File: src/rtl/prng_pkg.sv
// Shared definitions for the LCG step sequencer: FSM encoding and default
// generator constants (Numerical Recipes LCG).
package prng_pkg;

    typedef enum logic [1:0] {
        ST_IDLE = 2'd0,
        ST_MUL  = 2'd1,
        ST_ADD  = 2'd2,
        ST_HOLD = 2'd3
    } lcg_state_e;

    localparam int unsigned LCG_WIDTH     = 32;
    localparam logic [31:0] LCG_MULT_A    = 32'd1664525;
    localparam logic [31:0] LCG_INC_C     = 32'd1013904223;
    localparam logic [31:0] LCG_SEED_INIT = 32'd1;

endpackage

File: src/rtl/lcg_step_ctrl_if.sv
// Bundle of the sequencer's control, multiplier-side and output-side signals.
// master = the sequencer, slave = its surroundings (mult block and consumer).
interface lcg_step_ctrl_if #(
    parameter int WIDTH = 32
) ();
    logic                 run;
    logic                 seed_load;
    logic [WIDTH-1:0]     seed_data;
    logic [WIDTH-1:0]     mul_multiplicand;
    logic [WIDTH-1:0]     mul_multiplier;
    logic                 mul_enable;
    logic                 mul_done;
    logic [2*WIDTH-1:0]   mul_result;
    logic [WIDTH-1:0]     rand_data;
    logic                 rand_valid;
    logic                 rand_ready;
    logic [31:0]          gen_count;

    modport master (
        input  run, seed_load, seed_data, mul_done, mul_result, rand_ready,
        output mul_multiplicand, mul_multiplier, mul_enable,
               rand_data, rand_valid, gen_count
    );

    modport slave (
        output run, seed_load, seed_data, mul_done, mul_result, rand_ready,
        input  mul_multiplicand, mul_multiplier, mul_enable,
               rand_data, rand_valid, gen_count
    );
endinterface

File: src/rtl/lcg_step_ctrl.sv
// LCG sequencer x[n+1] = (A*x[n] + C) mod 2^WIDTH around an external multi-cycle
// multiplier; results leave on a valid/ready port, seed_load aborts and reseeds.
module lcg_step_ctrl
    import prng_pkg::*;
#(
    parameter int               WIDTH     = 32,
    parameter logic [WIDTH-1:0] MULT_A    = WIDTH'(LCG_MULT_A),
    parameter logic [WIDTH-1:0] INC_C     = WIDTH'(LCG_INC_C),
    parameter logic [WIDTH-1:0] SEED_INIT = WIDTH'(LCG_SEED_INIT)
) (
    input logic           clk,
    input logic           rst,
    lcg_step_ctrl_if.master bus
);

    lcg_state_e        fsm_r;
    logic [WIDTH-1:0]  state_r;
    logic [WIDTH-1:0]  prod_lo_r;
    logic [WIDTH-1:0]  multiplicand_r;
    logic              mul_enable_r;
    logic [WIDTH-1:0]  rand_data_r;
    logic              rand_valid_r;
    logic [31:0]       gen_count_r;
    logic [WIDTH-1:0]  sum_s;

    // Increment stage; the carry out of the top bit is intentionally dropped.
    assign sum_s = prod_lo_r + INC_C;

    // Sequencer FSM and all datapath registers; seed_load overrides every state.
    always_ff @(posedge clk or posedge rst) begin
        if (rst) begin
            fsm_r          <= ST_IDLE;
            state_r        <= SEED_INIT;
            prod_lo_r      <= {WIDTH{1'b0}};
            multiplicand_r <= SEED_INIT;
            mul_enable_r   <= 1'b0;
            rand_data_r    <= {WIDTH{1'b0}};
            rand_valid_r   <= 1'b0;
            gen_count_r    <= 32'd0;
        end else if (bus.seed_load) begin
            state_r      <= bus.seed_data;
            mul_enable_r <= 1'b0;
            rand_valid_r <= 1'b0;
            fsm_r        <= ST_IDLE;
        end else begin
            case (fsm_r)
                ST_IDLE: begin
                    // A done left high by the previous operation must clear first.
                    if (bus.run && !bus.mul_done) begin
                        multiplicand_r <= state_r;
                        mul_enable_r   <= 1'b1;
                        fsm_r          <= ST_MUL;
                    end
                end
                ST_MUL: begin
                    if (bus.mul_done) begin
                        prod_lo_r    <= WIDTH'(bus.mul_result);
                        mul_enable_r <= 1'b0;
                        fsm_r        <= ST_ADD;
                    end
                end
                ST_ADD: begin
                    state_r      <= sum_s;
                    rand_data_r  <= sum_s;
                    rand_valid_r <= 1'b1;
                    fsm_r        <= ST_HOLD;
                end
                ST_HOLD: begin
                    if (bus.rand_ready) begin
                        rand_valid_r <= 1'b0;
                        gen_count_r  <= gen_count_r + 32'd1;
                        fsm_r        <= ST_IDLE;
                    end
                end
                default: begin
                    mul_enable_r <= 1'b0;
                    rand_valid_r <= 1'b0;
                    fsm_r        <= ST_IDLE;
                end
            endcase
        end
    end

    assign bus.mul_multiplicand = multiplicand_r;
    assign bus.mul_multiplier   = MULT_A;
    assign bus.mul_enable       = mul_enable_r;
    assign bus.rand_data        = rand_data_r;
    assign bus.rand_valid       = rand_valid_r;
    assign bus.gen_count        = gen_count_r;

endmodule

File: src/flat_wrapper.sv
// flat-port wrapper written by rule: the top's interface ports become plain ports
module lcg_step_ctrl_flat import prng_pkg::*;
#(
    parameter int               WIDTH     = 32,
    parameter logic [WIDTH-1:0] MULT_A    = WIDTH'(LCG_MULT_A),
    parameter logic [WIDTH-1:0] INC_C     = WIDTH'(LCG_INC_C),
    parameter logic [WIDTH-1:0] SEED_INIT = WIDTH'(LCG_SEED_INIT)
)
  (clk, rst, bus_run, bus_seed_load, bus_seed_data, bus_mul_done, bus_mul_result, bus_rand_ready, bus_mul_multiplicand, bus_mul_multiplier, bus_mul_enable, bus_rand_data, bus_rand_valid, bus_gen_count);
  lcg_step_ctrl_if #(.WIDTH(WIDTH)) bus_i ();
  input logic clk;
  input logic rst;
  input wire logic [$bits(bus_i.run)-1:0] bus_run;
  input wire logic [$bits(bus_i.seed_load)-1:0] bus_seed_load;
  input wire logic [$bits(bus_i.seed_data)-1:0] bus_seed_data;
  input wire logic [$bits(bus_i.mul_done)-1:0] bus_mul_done;
  input wire logic [$bits(bus_i.mul_result)-1:0] bus_mul_result;
  input wire logic [$bits(bus_i.rand_ready)-1:0] bus_rand_ready;
  output wire logic [$bits(bus_i.mul_multiplicand)-1:0] bus_mul_multiplicand;
  output wire logic [$bits(bus_i.mul_multiplier)-1:0] bus_mul_multiplier;
  output wire logic [$bits(bus_i.mul_enable)-1:0] bus_mul_enable;
  output wire logic [$bits(bus_i.rand_data)-1:0] bus_rand_data;
  output wire logic [$bits(bus_i.rand_valid)-1:0] bus_rand_valid;
  output wire logic [$bits(bus_i.gen_count)-1:0] bus_gen_count;
  assign bus_i.run = bus_run;
  assign bus_i.seed_load = bus_seed_load;
  assign bus_i.seed_data = bus_seed_data;
  assign bus_i.mul_done = bus_mul_done;
  assign bus_i.mul_result = bus_mul_result;
  assign bus_i.rand_ready = bus_rand_ready;
  assign bus_mul_multiplicand = bus_i.mul_multiplicand;
  assign bus_mul_multiplier = bus_i.mul_multiplier;
  assign bus_mul_enable = bus_i.mul_enable;
  assign bus_rand_data = bus_i.rand_data;
  assign bus_rand_valid = bus_i.rand_valid;
  assign bus_gen_count = bus_i.gen_count;
  lcg_step_ctrl #(.WIDTH(WIDTH), .MULT_A(MULT_A), .INC_C(INC_C), .SEED_INIT(SEED_INIT)) u_core (.clk(clk), .rst(rst), .bus(bus_i));
endmodule
File: config.mk
export PLATFORM = sky130hd
export DESIGN_NAME = lcg_step_ctrl_flat
export DESIGN_NICKNAME = d
export VERILOG_FILES = /design/src/rtl/prng_pkg.sv /design/src/rtl/lcg_step_ctrl_if.sv /design/src/rtl/lcg_step_ctrl.sv /design/src/flat_wrapper.sv
export SDC_FILE = /design/constraint.sdc
export NUM_CORES = 1
export LEC_CHECK = 0
export CORE_MARGIN = 1.5
export CORE_UTILIZATION = 47
export CTS_CLUSTER_DIAMETER = 120
export DETAILED_ROUTE_END_ITERATION = 12
export GPL_ROUTABILITY_DRIVEN = 0
export PLACE_DENSITY = 0.8
export RECOVER_POWER = 100
export SYNTH_ARGS = -nofsm -noshare
export SYNTH_HDL_FRONTEND = slang
export SYNTH_SLANG_ARGS = --single-unit
File: constraint.sdc
create_clock -name clk -period 7.8 [get_ports clk]
set_input_delay 1.56 -clock clk [delete_from_list [all_inputs] [get_ports clk]]
set_output_delay 1.56 -clock clk [all_outputs]
set_load 0.01 [all_outputs]
; After elaboration in Yosys (flattened, before gate mapping)
; Cells that the tools add are included.
[op_classes]
add_sub_neg = 2
eq_ne = 6
muxes = 14
bitwise = 1
n_reduce_logical = 13
[ops]
columns = op, count
row1 = two-way mux 32 bit, 2
row2 = adder 32 x 1 -> 32 bit (second input constant), 1
row3 = adder 32 x 30 -> 32 bit (second input constant), 1
row4 = AND reduction 3 bit, 5
row5 = two-way mux 2 bit, 4
row6 = one-hot mux 2 bit (4 select lines), 1
row7 = inequality test 3 bit (second input constant), 2
row8 = nonzero test 3 bit, 2
row9 = two-way mux 1 bit, 5
row10 = == test 2 bit (second input constant), 2
row11 = one-hot mux 1 bit (2 select lines), 2
row12 = AND reduction 2 bit, 2
row13 = inequality test 3 x 2 -> 1 bit (second input constant), 1
row14 = == test 2 x 1 -> 1 bit (second input constant), 1
row15 = logical NOT 2 bit, 1
row16 = nonzero test 2 bit, 1
row17 = logical AND 1 bit, 1
row18 = logical NOT 1 bit, 1
row19 = NOT 1 bit, 1
[word_totals]
ff_bits = 164
input_bits = 102
out_inout_bits = 130
word_cells = 44

; Depth between registers and ports, before layout
[logic_depth]
depth_word = 5
ltp_mapped = 9
ltp_nobuf = 8

; Worst setup path before layout
; No wires, ideal clock.
[synth_path]
kind = in2reg
start = input bus_seed_load
end = register u_core.gen_count_r[29], in the netlist u_core.bus.gen_count[29]
setup_time_ps = 79
arrival_ps = 3041
required_ps = 7721
path_slack_ps = 4679
path_stages = 8
path_buffers = 2
path_cell_list = clkbuf_1 and4b_1 and3_1 and3_1 and2_1 clkbuf_1 and3_1 xor2_1
[synth_between]
elab_chain_len = 2
[synth_rtl]
columns = item, line
row1 = "start, declared", flat_wrapper.sv:14  ; input wire logic [$bits(bus_i.seed_load)-1:0] bus_seed_load;
row2 = NOT 1 bit (no line), -
row3 = AND reduction 3 bit (no line), -
row4 = "end signal, assigned", lcg_step_ctrl.sv:71  ; gen_count_r <= gen_count_r + 32'd1;
row5 = "end, declared", lcg_step_ctrl.sv:23  ; logic [31:0] gen_count_r;
; No other way between the ends.
; A chain may end at the register's enable or synchronous reset.

; Final worst setup path
[layout_path]
start = input bus_seed_load
end = register u_core.state_r[29]
[layout_between]
elab_chain_len = 1
elab_cells_between_ends = 2
cone_classes = mux (1) / reduce/logical (1)
[layout_rtl]
columns = item, line
row1 = two-way mux 32 bit / nonzero test 2 bit (equally long branches), -
row2 = "end signal, assigned", lcg_step_ctrl.sv:41  ; state_r <= bus.seed_data;
row3 = "end signal, assigned", lcg_step_ctrl.sv:63  ; state_r <= sum_s;
row4 = "end, declared", lcg_step_ctrl.sv:17  ; logic [WIDTH-1:0] state_r;
; Several ways; a longest one is shown, not always the timed one.

==> metrics.txt <==
Cell Rows 46; cts bufs inserted 17; flop2flop setup slack 4.75 ns; Hold WC Path Type flop to flop; post-route cell area 9980 um2; Post-synth EDFFs 0; DRC 0; most common cell in the netlist dfrtp_1; PnR worst setup slack 2.70 ns; hold_buf cts 0; antenna violations before repair 0; IO buf count 167; Synth top area share 53.1%; Main synth FF type dfrtp_1; # Post-CTS Setup Buffers 0; Area after DPL 9350 um2; die area 17,000 um2; Fin Setup TNS 0 ns; core area 15,900 um2; share of post-route cells with drive strength above 1 14.2%; Worst IR Drop VDD 0.000177 V; Buf/Inv on CP 2; CTS H-tree depth 4; RSZ-0062 raised after global routing no; largest net degree at the start of global routing 112; pre-CTS setup slack 4.02 ns; crit path time final 5.10 ns; sequential element share of the synthesized area 53.8%; outcome complete, but fails checks; GRT overflow 0; pwr dens 358 nW/um2; Mean Syn Cell Area 10.9 um2; io pins 232; critical-path cell list buf_2 > clkbuf_1 > nand2b_2 > nor2_1 > a31oi_1 > nand2_1; clock skew 0.00961 ns; vias in the first global route 5,351; Lkg Pwr 4.56 nW; aggregate routed wire length 17,500 um; number of hold violations in the final report 0; CP Class input pin to flop; first-pass GRT wire length 27,900 um; Post-DRT Antenna Nets 0; via count 5,544; cells resized by post-CTS repair 0; worst skew pair latency 0.43 ns; die height 130 um; WHS 0.475 ns; CTS tree built; max_slew headroom -98.9%; CP required 8.11 ns; vias per cell 5.13; Arrival @ worst endpoint 5.41 ns; Netlist cell types 62; nets 960; #FFs+latches synth 164; ant diodes 0; failing checks max-capacitance violations, max-slew violations; crit path max fanout 71; Area Growth Syn to Fin 30.8%; CP max-delay cell clkbuf_1; Final Max Slew Viols 105; Worst path top cell family by delay buffers and inverters; Mapped Area 7630 um2; final setup fails 0; Tcrit/Tclk final 65.4%; Iter 0 DRT Violations 362; Sink Count 164; post-synth top area cell dfrtp_1; worst slew pin tran 2.98 ns; CTS clk-pin slew, worst paths 0.07 ns; type of origin of the critical path input pin; initial core utilization 48.0%; max-cap viol count 2; clk root buf clkbuf_16; f_max 0.196 GHz; clock tree buffer depth 2; CP endpoint kind flop; max incr delay on CP 2.09 ns; Post-DP HPWL 12,500 um; Wirelength per Cell 16.2 um; top cells by area, synth dfrtp_1, mux2_2, xnor2_1, nand2_1, o21ai_0; Syn Inst Count 697; top post-synthesis cells by count dfrtp_1, nand2_1, mux2_2; Post-synth ARST share 100%; Total GRT Usage 21.6%; drt pass-1 iters 5; die width 130 um; YS warnings 0
==> per-stage QoR <==
stage               std cells  util (%)  total power [mW]
finish                   1080      62.8              3.58
global route             1080      62.8              3.81
CTS                      1080      62.9              3.66
detailed placement       1048      58.8              2.75
global placement         1048      58.8              2.71
floorplan                 727         -              2.15
==> sequential cells by signal (all words and copies together), names as in the netlist <==
name                         count
u_core.bus.gen_count            32
u_core.fsm_r                     2
u_core.bus.mul_enable            1
u_core.prod_lo_r                32
u_core.state_r                  32
u_core.bus.rand_valid            1
u_core.bus.mul_multiplicand     32
u_core.bus.rand_data            32
==> area by class of cell <==
cell class	count	area [um2]
Timing Repair Buffer	171	1690
Clock inverter	14	200
Inverter	18	72.6
Fill cell	1307	5910
Multi-Input combinational cell	479	3200
Tap cell	216	270
Sequential cell	164	4110
Clock buffer	18	439
==> path summary, 6_finish.rpt <==
kind,start,endpoint,cells after the start
worst max-delay path,bus_seed_load,u_core.state_r[29],6
worst min-delay path,u_core.bus.rand_data[7],u_core.bus.rand_data[7],2
worst max register to register,u_core.fsm_r[0],u_core.state_r[26],6
worst min register to register,u_core.bus.rand_data[7],u_core.bus.rand_data[7],2
max in group asynchronous,rst,u_core.bus.rand_data[20],3
min in group asynchronous,rst,u_core.bus.mul_multiplicand[28],2
==> tightest hold or removal path: cells and delay by family (launching register included) <==
kind / cells / cell delay, ns
flops: 1 / 0.34
compound gates: 1 / 0.05
simple gates: 1 / 0.04
==> metal layers <==
metal | up-vias | GRT usage (%) | wire [um]
li1 | 2653 | - | -
met1 | 2713 | 29.3 | 7940
met2 | 155 | 33.9 | 8250
met3 | 23 | 5.54 | 979
met4 | 0 | 7.63 | 291
met5 | - | 0 | 0
==> where the power goes <==
part           total (mW)  internal (mW)  leakage, nW  switching, mW
Combinational        1.27          0.639         2.20          0.636
Clock               0.901          0.549        0.304          0.353
Sequential           1.40           1.15         2.06          0.255
Total                3.58           2.33         4.56           1.24
==> cells by family (layout without fill, tap and decap cells) <==
group / Yosys count / after routing / share of synthesized area (%)
and+or+nand+nor: 195 / 195 / 12.4
DFF: 164 / 164 / 53.8
AOI/OAI and AO/OA: 116 / 116 / 9.56
buffers and inverters: 84 / 221 / 5.82
muxes: 74 / 74 / 10.9
xor gates and xnor gates: 55 / 55 / 6.31
adders and majority gates: 7 / 7 / 1.15
other: 2 / 32 / 0.0984
==> cells in the final DEF (no fill, tap or decap), types with 7 or more instances in the layout <==
cell,instances
dfrtp_1,162
nand2_1,76
clkbuf_16,17
nor2_1,38
nor3_1,10
xnor2_1,35
nor3b_1,16
a211oi_1,7
inv_1,17
nand3_1,17
o21ai_0,51
clkdlybuf4s50_1,67
conb_1,32
xor2_1,20
mux2_2,71
a21oi_1,21
and3_1,9
dlygate4sd3_1,99
(Power assumes the default switching activity.)
